--- src/rtl/dab_gate_deadtime.sv ---
// Gate driver for a dual-active-bridge converter: decodes three-level bridge commands into eight gate signals.
// It inserts a per-leg dead time on each commutation and shuts down with a sticky fault on illegal command codes.
module dab_gate_deadtime #(
    parameter int DT_WIDTH = 8,
    parameter int DT_MIN   = 2
) (
    input  logic                clk,
    input  logic                rst,
    input  logic                CE,
    input  logic                en,
    input  logic [DT_WIDTH-1:0] dt_cuentas,
    input  logic signed [1:0]   V1,
    input  logic signed [1:0]   V2,
    output logic [3:0]          Sp,
    output logic [3:0]          Ss,
    output logic                fault
);

    typedef enum logic [2:0] {
        OFF,
        LOW_ON,
        DT_TO_HIGH,
        HIGH_ON,
        DT_TO_LOW
    } leg_state_e;

    localparam logic [DT_WIDTH-1:0] DT_MIN_C = DT_WIDTH'(DT_MIN);
    localparam logic [DT_WIDTH-1:0] CNT_ONE  = DT_WIDTH'(1);
    localparam logic [1:0]          V_POS    = 2'b01;
    localparam logic [1:0]          V_NEG    = 2'b11;
    localparam logic [1:0]          V_BAD    = 2'b10;

    logic [1:0]          v1_q, v2_q;
    logic                fault_q, fault_d;
    leg_state_e          state_q [4];
    leg_state_e          state_d [4];
    logic [DT_WIDTH-1:0] cnt_q   [4];
    logic [DT_WIDTH-1:0] cnt_d   [4];
    logic [3:0]          sp_q, sp_d, ss_q, ss_d;

    logic [DT_WIDTH-1:0] dt_eff;
    logic [3:0]          want_high;
    logic                force_off;
    logic [3:0]          top, bot;

    // Legs 0/1 are primary A/B, legs 2/3 secondary A/B; leg A is high on +1, leg B on -1.
    always_comb begin
        dt_eff    = (dt_cuentas < DT_MIN_C) ? DT_MIN_C : dt_cuentas;
        want_high = {v2_q == V_NEG, v2_q == V_POS, v1_q == V_NEG, v1_q == V_POS};
        fault_d   = fault_q | (v1_q == V_BAD) | (v2_q == V_BAD);
        force_off = fault_d | ~en;
    end

    always_comb begin
        for (int i = 0; i < 4; i++) begin
            // NOTE: defaults first so every path assigns every output and no latch is inferred.
            state_d[i] = state_q[i];
            cnt_d[i]   = cnt_q[i];
            if (force_off) begin
                state_d[i] = OFF;
                cnt_d[i]   = '0;
            end else begin
                case (state_q[i])
                    OFF: begin
                        state_d[i] = want_high[i] ? DT_TO_HIGH : DT_TO_LOW;
                        cnt_d[i]   = dt_eff;
                    end
                    LOW_ON: begin
                        if (want_high[i]) begin
                            state_d[i] = DT_TO_HIGH;
                            cnt_d[i]   = dt_eff;
                        end
                    end
                    DT_TO_HIGH: begin
                        // An aborted commutation falls straight back to the side that was on.
                        if (!want_high[i]) begin
                            state_d[i] = LOW_ON;
                            cnt_d[i]   = '0;
                        end else if (cnt_q[i] <= CNT_ONE) begin
                            state_d[i] = HIGH_ON;
                            cnt_d[i]   = '0;
                        end else begin
                            cnt_d[i] = cnt_q[i] - CNT_ONE;
                        end
                    end
                    HIGH_ON: begin
                        if (!want_high[i]) begin
                            state_d[i] = DT_TO_LOW;
                            cnt_d[i]   = dt_eff;
                        end
                    end
                    DT_TO_LOW: begin
                        if (want_high[i]) begin
                            state_d[i] = HIGH_ON;
                            cnt_d[i]   = '0;
                        end else if (cnt_q[i] <= CNT_ONE) begin
                            state_d[i] = LOW_ON;
                            cnt_d[i]   = '0;
                        end else begin
                            cnt_d[i] = cnt_q[i] - CNT_ONE;
                        end
                    end
                    default: begin
                        state_d[i] = OFF;
                        cnt_d[i]   = '0;
                    end
                endcase
            end
        end
    end

    // Gates are decoded from the next state so they change on the same edge as the leg.
    always_comb begin
        top = '0;
        bot = '0;
        for (int i = 0; i < 4; i++) begin
            top[i] = (state_d[i] == HIGH_ON);
            bot[i] = (state_d[i] == LOW_ON);
        end
        sp_d = {bot[1], top[1], bot[0], top[0]};
        ss_d = {bot[3], top[3], bot[2], top[2]};
    end

    always_ff @(posedge clk) begin
        if (!rst) begin
            v1_q    <= '0;
            v2_q    <= '0;
            fault_q <= 1'b0;
            sp_q    <= '0;
            ss_q    <= '0;
            // NOTE: the per-leg arrays are tiny control state, not storage, so they are reset like any flop.
            for (int i = 0; i < 4; i++) begin
                state_q[i] <= OFF;
                cnt_q[i]   <= '0;
            end
        end else if (CE) begin
            // NOTE: non-blocking assignments keep every register sampling pre-edge values.
            v1_q    <= V1;
            v2_q    <= V2;
            fault_q <= fault_d;
            sp_q    <= sp_d;
            ss_q    <= ss_d;
            for (int i = 0; i < 4; i++) begin
                state_q[i] <= state_d[i];
                cnt_q[i]   <= cnt_d[i];
            end
        end
    end

    assign Sp    = sp_q;
    assign Ss    = ss_q;
    assign fault = fault_q;

endmodule

--- config.mk ---
export PLATFORM = sky130hd
export DESIGN_NAME = dab_gate_deadtime
export DESIGN_NICKNAME = d
export VERILOG_FILES = /design/src/rtl/dab_gate_deadtime.sv
export SDC_FILE = /design/constraint.sdc
export NUM_CORES = 1
export LEC_CHECK = 0
export BUFFER_PORTS_ARGS = -buffer_cell sky130_fd_sc_hd__buf_2
export CORE_AREA = 2 2 99 101
export CTS_BUF_LIST = sky130_fd_sc_hd__clkbuf_16
export DETAILED_ROUTE_END_ITERATION = 7
export DIE_AREA = 0 0 101 103
export HOLD_SLACK_MARGIN = 0.02
export SLEW_MARGIN = 20
export SYNTH_ARGS = -nofsm -noshare
export SYNTH_HDL_FRONTEND = slang
export SYNTH_SLANG_ARGS = --single-unit
export TNS_END_PERCENT = 20
--- constraint.sdc ---
create_clock -name clk -period 2.6 [get_ports clk]
set_clock_uncertainty 0.1 [all_clocks]
set_input_delay 0.13 -clock clk [delete_from_list [all_inputs] [get_ports clk]]
set_output_delay 0.13 -clock clk [all_outputs]
set_load 0.02 [all_outputs]
==> key figures <==
Routing
  – # DRC: 0
  – Wire per inst: 16.69 um
  – Vias: 3188
  – Vias per cell: 5.734
  – Number of DRC markers in iteration 0: 196
  – DR pass1 iterations: 4
  – WL final: 9282 um
  – Antenna-violating nets left: 0

STA
  – Slew headroom: 0.3640
  – Final worst-path cycle share: 0.8936
  – Slew at the pin closest to its max-slew limit: 0.9505 ns
  – Setup violators final: 0
  – RSZ-0062 raised after global routing: false
  – Slew Limit Fails: 0
  – Final Hold Vio Count: 0
  – Fin Setup TNS: 0 ns
  – Fmax: 430.4 MHz
  – Crit path time final: 2.323 ns

Power
  – VDD IR max: 325.7 uV
  – Pint: 1.940 mW
  – Clk pwr share: 0.437
  – LEAKAGE: 1.612 nW
  – Power Dens Cells: 627.3 nW/um2
  – Comb power frac: 0.150
  – Switch share: 0.2717
  – Sequential power share: 0.414
  – Switching power: 0.7235 mW

Logic synthesis
  – Yosys reg bits: 57
  – Mean Syn Cell Area: 8.954 um2
  – Syn nets: 434
  – Mapped cell area: 3671 um2
  – EDFF count, synth: 44
  – Mux cell area share after synthesis: 0.01091
  – Synth Area in Compound Gates: 0.1956
  – Seq/Total Area, Yosys: 0.4308
  – Asr flop ratio synth: 0
  – Xor and xnor area share after synthesis: 0.04294
  – Largest family of logic cells by synthesized area: simple AND/OR/NAND/NOR gates
  – Post-synthesis simple-gate area fraction: 0.2382
  – Post-synth cell types: 58
  – Synth Instances: 410
  – Synth Area in Adders: 0.02727
  – Prevailing post-synth register cell: edfxtp_1
  – Synth warn: 0

Global routing
  – Tot GR Track Use: 0.1873
  – Vias in the first global route: 2990
  – First-pass GRT wire length: 15120 um
  – Total grt overflow: 0
  – Initial antenna violation count: 0
  – Largest net degree at the start of global routing: 13

Layout
  – Antenna cells: 0
  – Layout area overhead: 15.64%
  – Commonest non-fill, non-tap cell in the layout: nand2_1
  – Non-filler cells, final: 556
  – Layout cell share with drive strength beyond 1: 0.1176
  – Most frequent cells in the layout: 51 x nand2_1, 44 x edfxtp_1, 40 x a21oi_1
  – Post-layout nets: 461
  – Fillers: 932

Clocking
  – TritonCTS clock tree: yes
  – Post-CTS Repair Setup Buffers: 0
  – Root Driver: clkbuf_16
  – Htree depth: 3
  – Clock buffer count from CTS: 9
  – Sink Count: 57
  – Clk slew on worst S/H paths: 0.05 ns
  – PostCTS Resize Cnt: 0
  – Clock Tree Buf Depth: 2
  – Worst-Skew Late Latency: 0.33 ns
  – Hold_buf cts: 4

Floorplan
  – Die Ht: 103 um
  – Die Area: 10400 um2
  – Rows: 36
  – Core area: 9459 um2
  – Die span in x: 101 um
  – Initial Util: 0.3881
  – Top-Level Pins: 25

Setup path
  – Worst Reg2Reg Path Length in Cells: 4
  – Critical Path End Type: flip-flop
  – Max FO, Critical Path: 9
  – Family with the most delay on the worst path: simple AND/OR/NAND/NOR gates
  – CP startpoint kind: flip-flop
  – Critical-path cell list: or4_1, or3_1, o211ai_1, a211oi_1
  – Crit path kind: reg -> reg
  – Critical R2R Launch: cnt_q[3][4]
  – Worst EP arrival: 2.28 ns
  – Max stage delay cell, worst path: or4_1
  – Worst setup path startpoint: cnt_q[3][4]
  – R2R setup slack: 0.28 ns
  – CP Depth: 4
  – Slowest stage delay, CP: 0.68 ns
  – Worst Path Required: 2.56 ns
  – Crit path buf inv count: 0

Placement
  – Cells after DPL: 536
  – Placer Congestion: 0.8420
  – Hpwl dp: 6495 um
  – Buffers on Ports: 24

Min path
  – Hold Path Origin: rst
  – Worst hold path class: in -> reg
  – Hold path cells: 3

Job
  – Max Cap Violations: 0

Run status
  – Status: completed
[worst register-to-register path, stage by stage (launching register included)]
cell      delay [ns]
edfxtp_1        0.43
or4_1           0.68
or3_1           0.54
o211ai_1        0.22
a211oi_1        0.10
[stage by stage]
stage / hold slack (ns) / worst slack [ns] / util / cell area, um2 / total power [mW]
final: 0.06165 / 0.2766 / 0.4488 / 4245 / 2.663
after floorplan: 0.1772 / 0.3447 / - / 3671 / 1.398
after CTS: 0.05611 / 0.2951 / 0.4488 / 4245 / 2.683
after global routing: 0.1009 / 0.1985 / 0.4488 / 4245 / 2.783
after detailed placement: 0.2748 / 0.2939 / 0.4127 / 3904 / 1.509
after global placement: 0.2655 / 0.3476 / 0.4127 / 3904 / 1.501
[cells in the mapped netlist (all sizes together), types with 2 or more instances]
cell | number | area, um2
nor3b | 6 | 45.04
and2 | 3 | 18.77
mux2i | 4 | 40.04
a21oi | 40 | 200.2
ha | 8 | 100.1
clkbuf | 14 | 52.55
nand3b | 2 | 15.01
o31ai | 9 | 67.56
nor2b | 6 | 37.54
nand4 | 20 | 125.1
a31oi | 3 | 18.77
a21boi | 2 | 15.02
or2 | 2 | 12.52
o2111ai | 11 | 96.34
nor4 | 6 | 37.54
or3 | 7 | 43.79
nor3 | 13 | 65.06
nor2 | 23 | 86.33
o21ai | 11 | 55.05
o21a | 8 | 60.06
a2111oi | 2 | 17.52
o31a | 3 | 26.28
xor2 | 9 | 78.83
o211ai | 3 | 22.52
or4 | 8 | 65.06
edfxtp | 44 | 1321
nand2 | 51 | 191.4
nand2b | 8 | 50.05
nand3 | 2 | 10.01
inv | 31 | 116.4
a41oi | 3 | 26.28
nand4b | 2 | 17.52
buf | 5 | 30.02
dfxtp | 13 | 260.3
xnor2 | 9 | 78.83
or3b | 2 | 17.52
a211oi | 5 | 37.54
[power groups by stage]
stage               logic, mW  registers [mW]  clock network (mW)
CTS                     0.398            1.10                1.18
global placement        0.386            1.12                   0
detailed placement      0.391            1.12                   0
floorplan               0.303            1.10                   0
global route            0.445            1.11                1.23
finish                  0.399            1.10                1.16
[per-layer routing]
layer | track usage | wire (um) | up-vias
li1 | - | - | 1594
met1 | 0.2438 | 4290 | 1533
met2 | 0.3103 | 4512 | 51
met3 | 0.04000 | 368 | 10
met4 | 0.06549 | 110 | 0
met5 | 0 | 0 | -
[flip-flops by register name, summed over array words and instances (netlist names)]
signal   cells
Sp           4
Ss           4
cnt_q       32
fault        1
state_q     12
v1_q         2
v2_q         2
[layout make-up]
cell class / instances / area (um2) / area share
Sequential cell: 57 / 1582 / 0.3725
Inverter: 31 / 116.4 / 0.02741
Clock inverter: 5 / 26.28 / 0.006189
Tap cell: 114 / 142.6 / 0.03360
Clock buffer: 11 / 275.3 / 0.06484
Timing Repair Buffer: 35 / 212.7 / 0.05010
Multi-Input combinational cell: 303 / 1891 / 0.4453
[kinds of logic (layout without fill, tap and decap cells)]
kind of cell	count (synthesis)	count (layout)
and+or+nand+nor	165	165
AOI/OAI and AO/OA	108	108
DFF	57	57
buffers and inverters	50	82
xor gates and xnor gates	18	18
adders and majority gates	8	8
muxes	4	4
[final timing paths]
check | to
worst max-delay path | state_q[3][2]
worst min-delay path | v1_q[0]
worst max register to register | state_q[3][2]
worst min register to register | Ss[2]
Power figures use the tool's default switching activity.
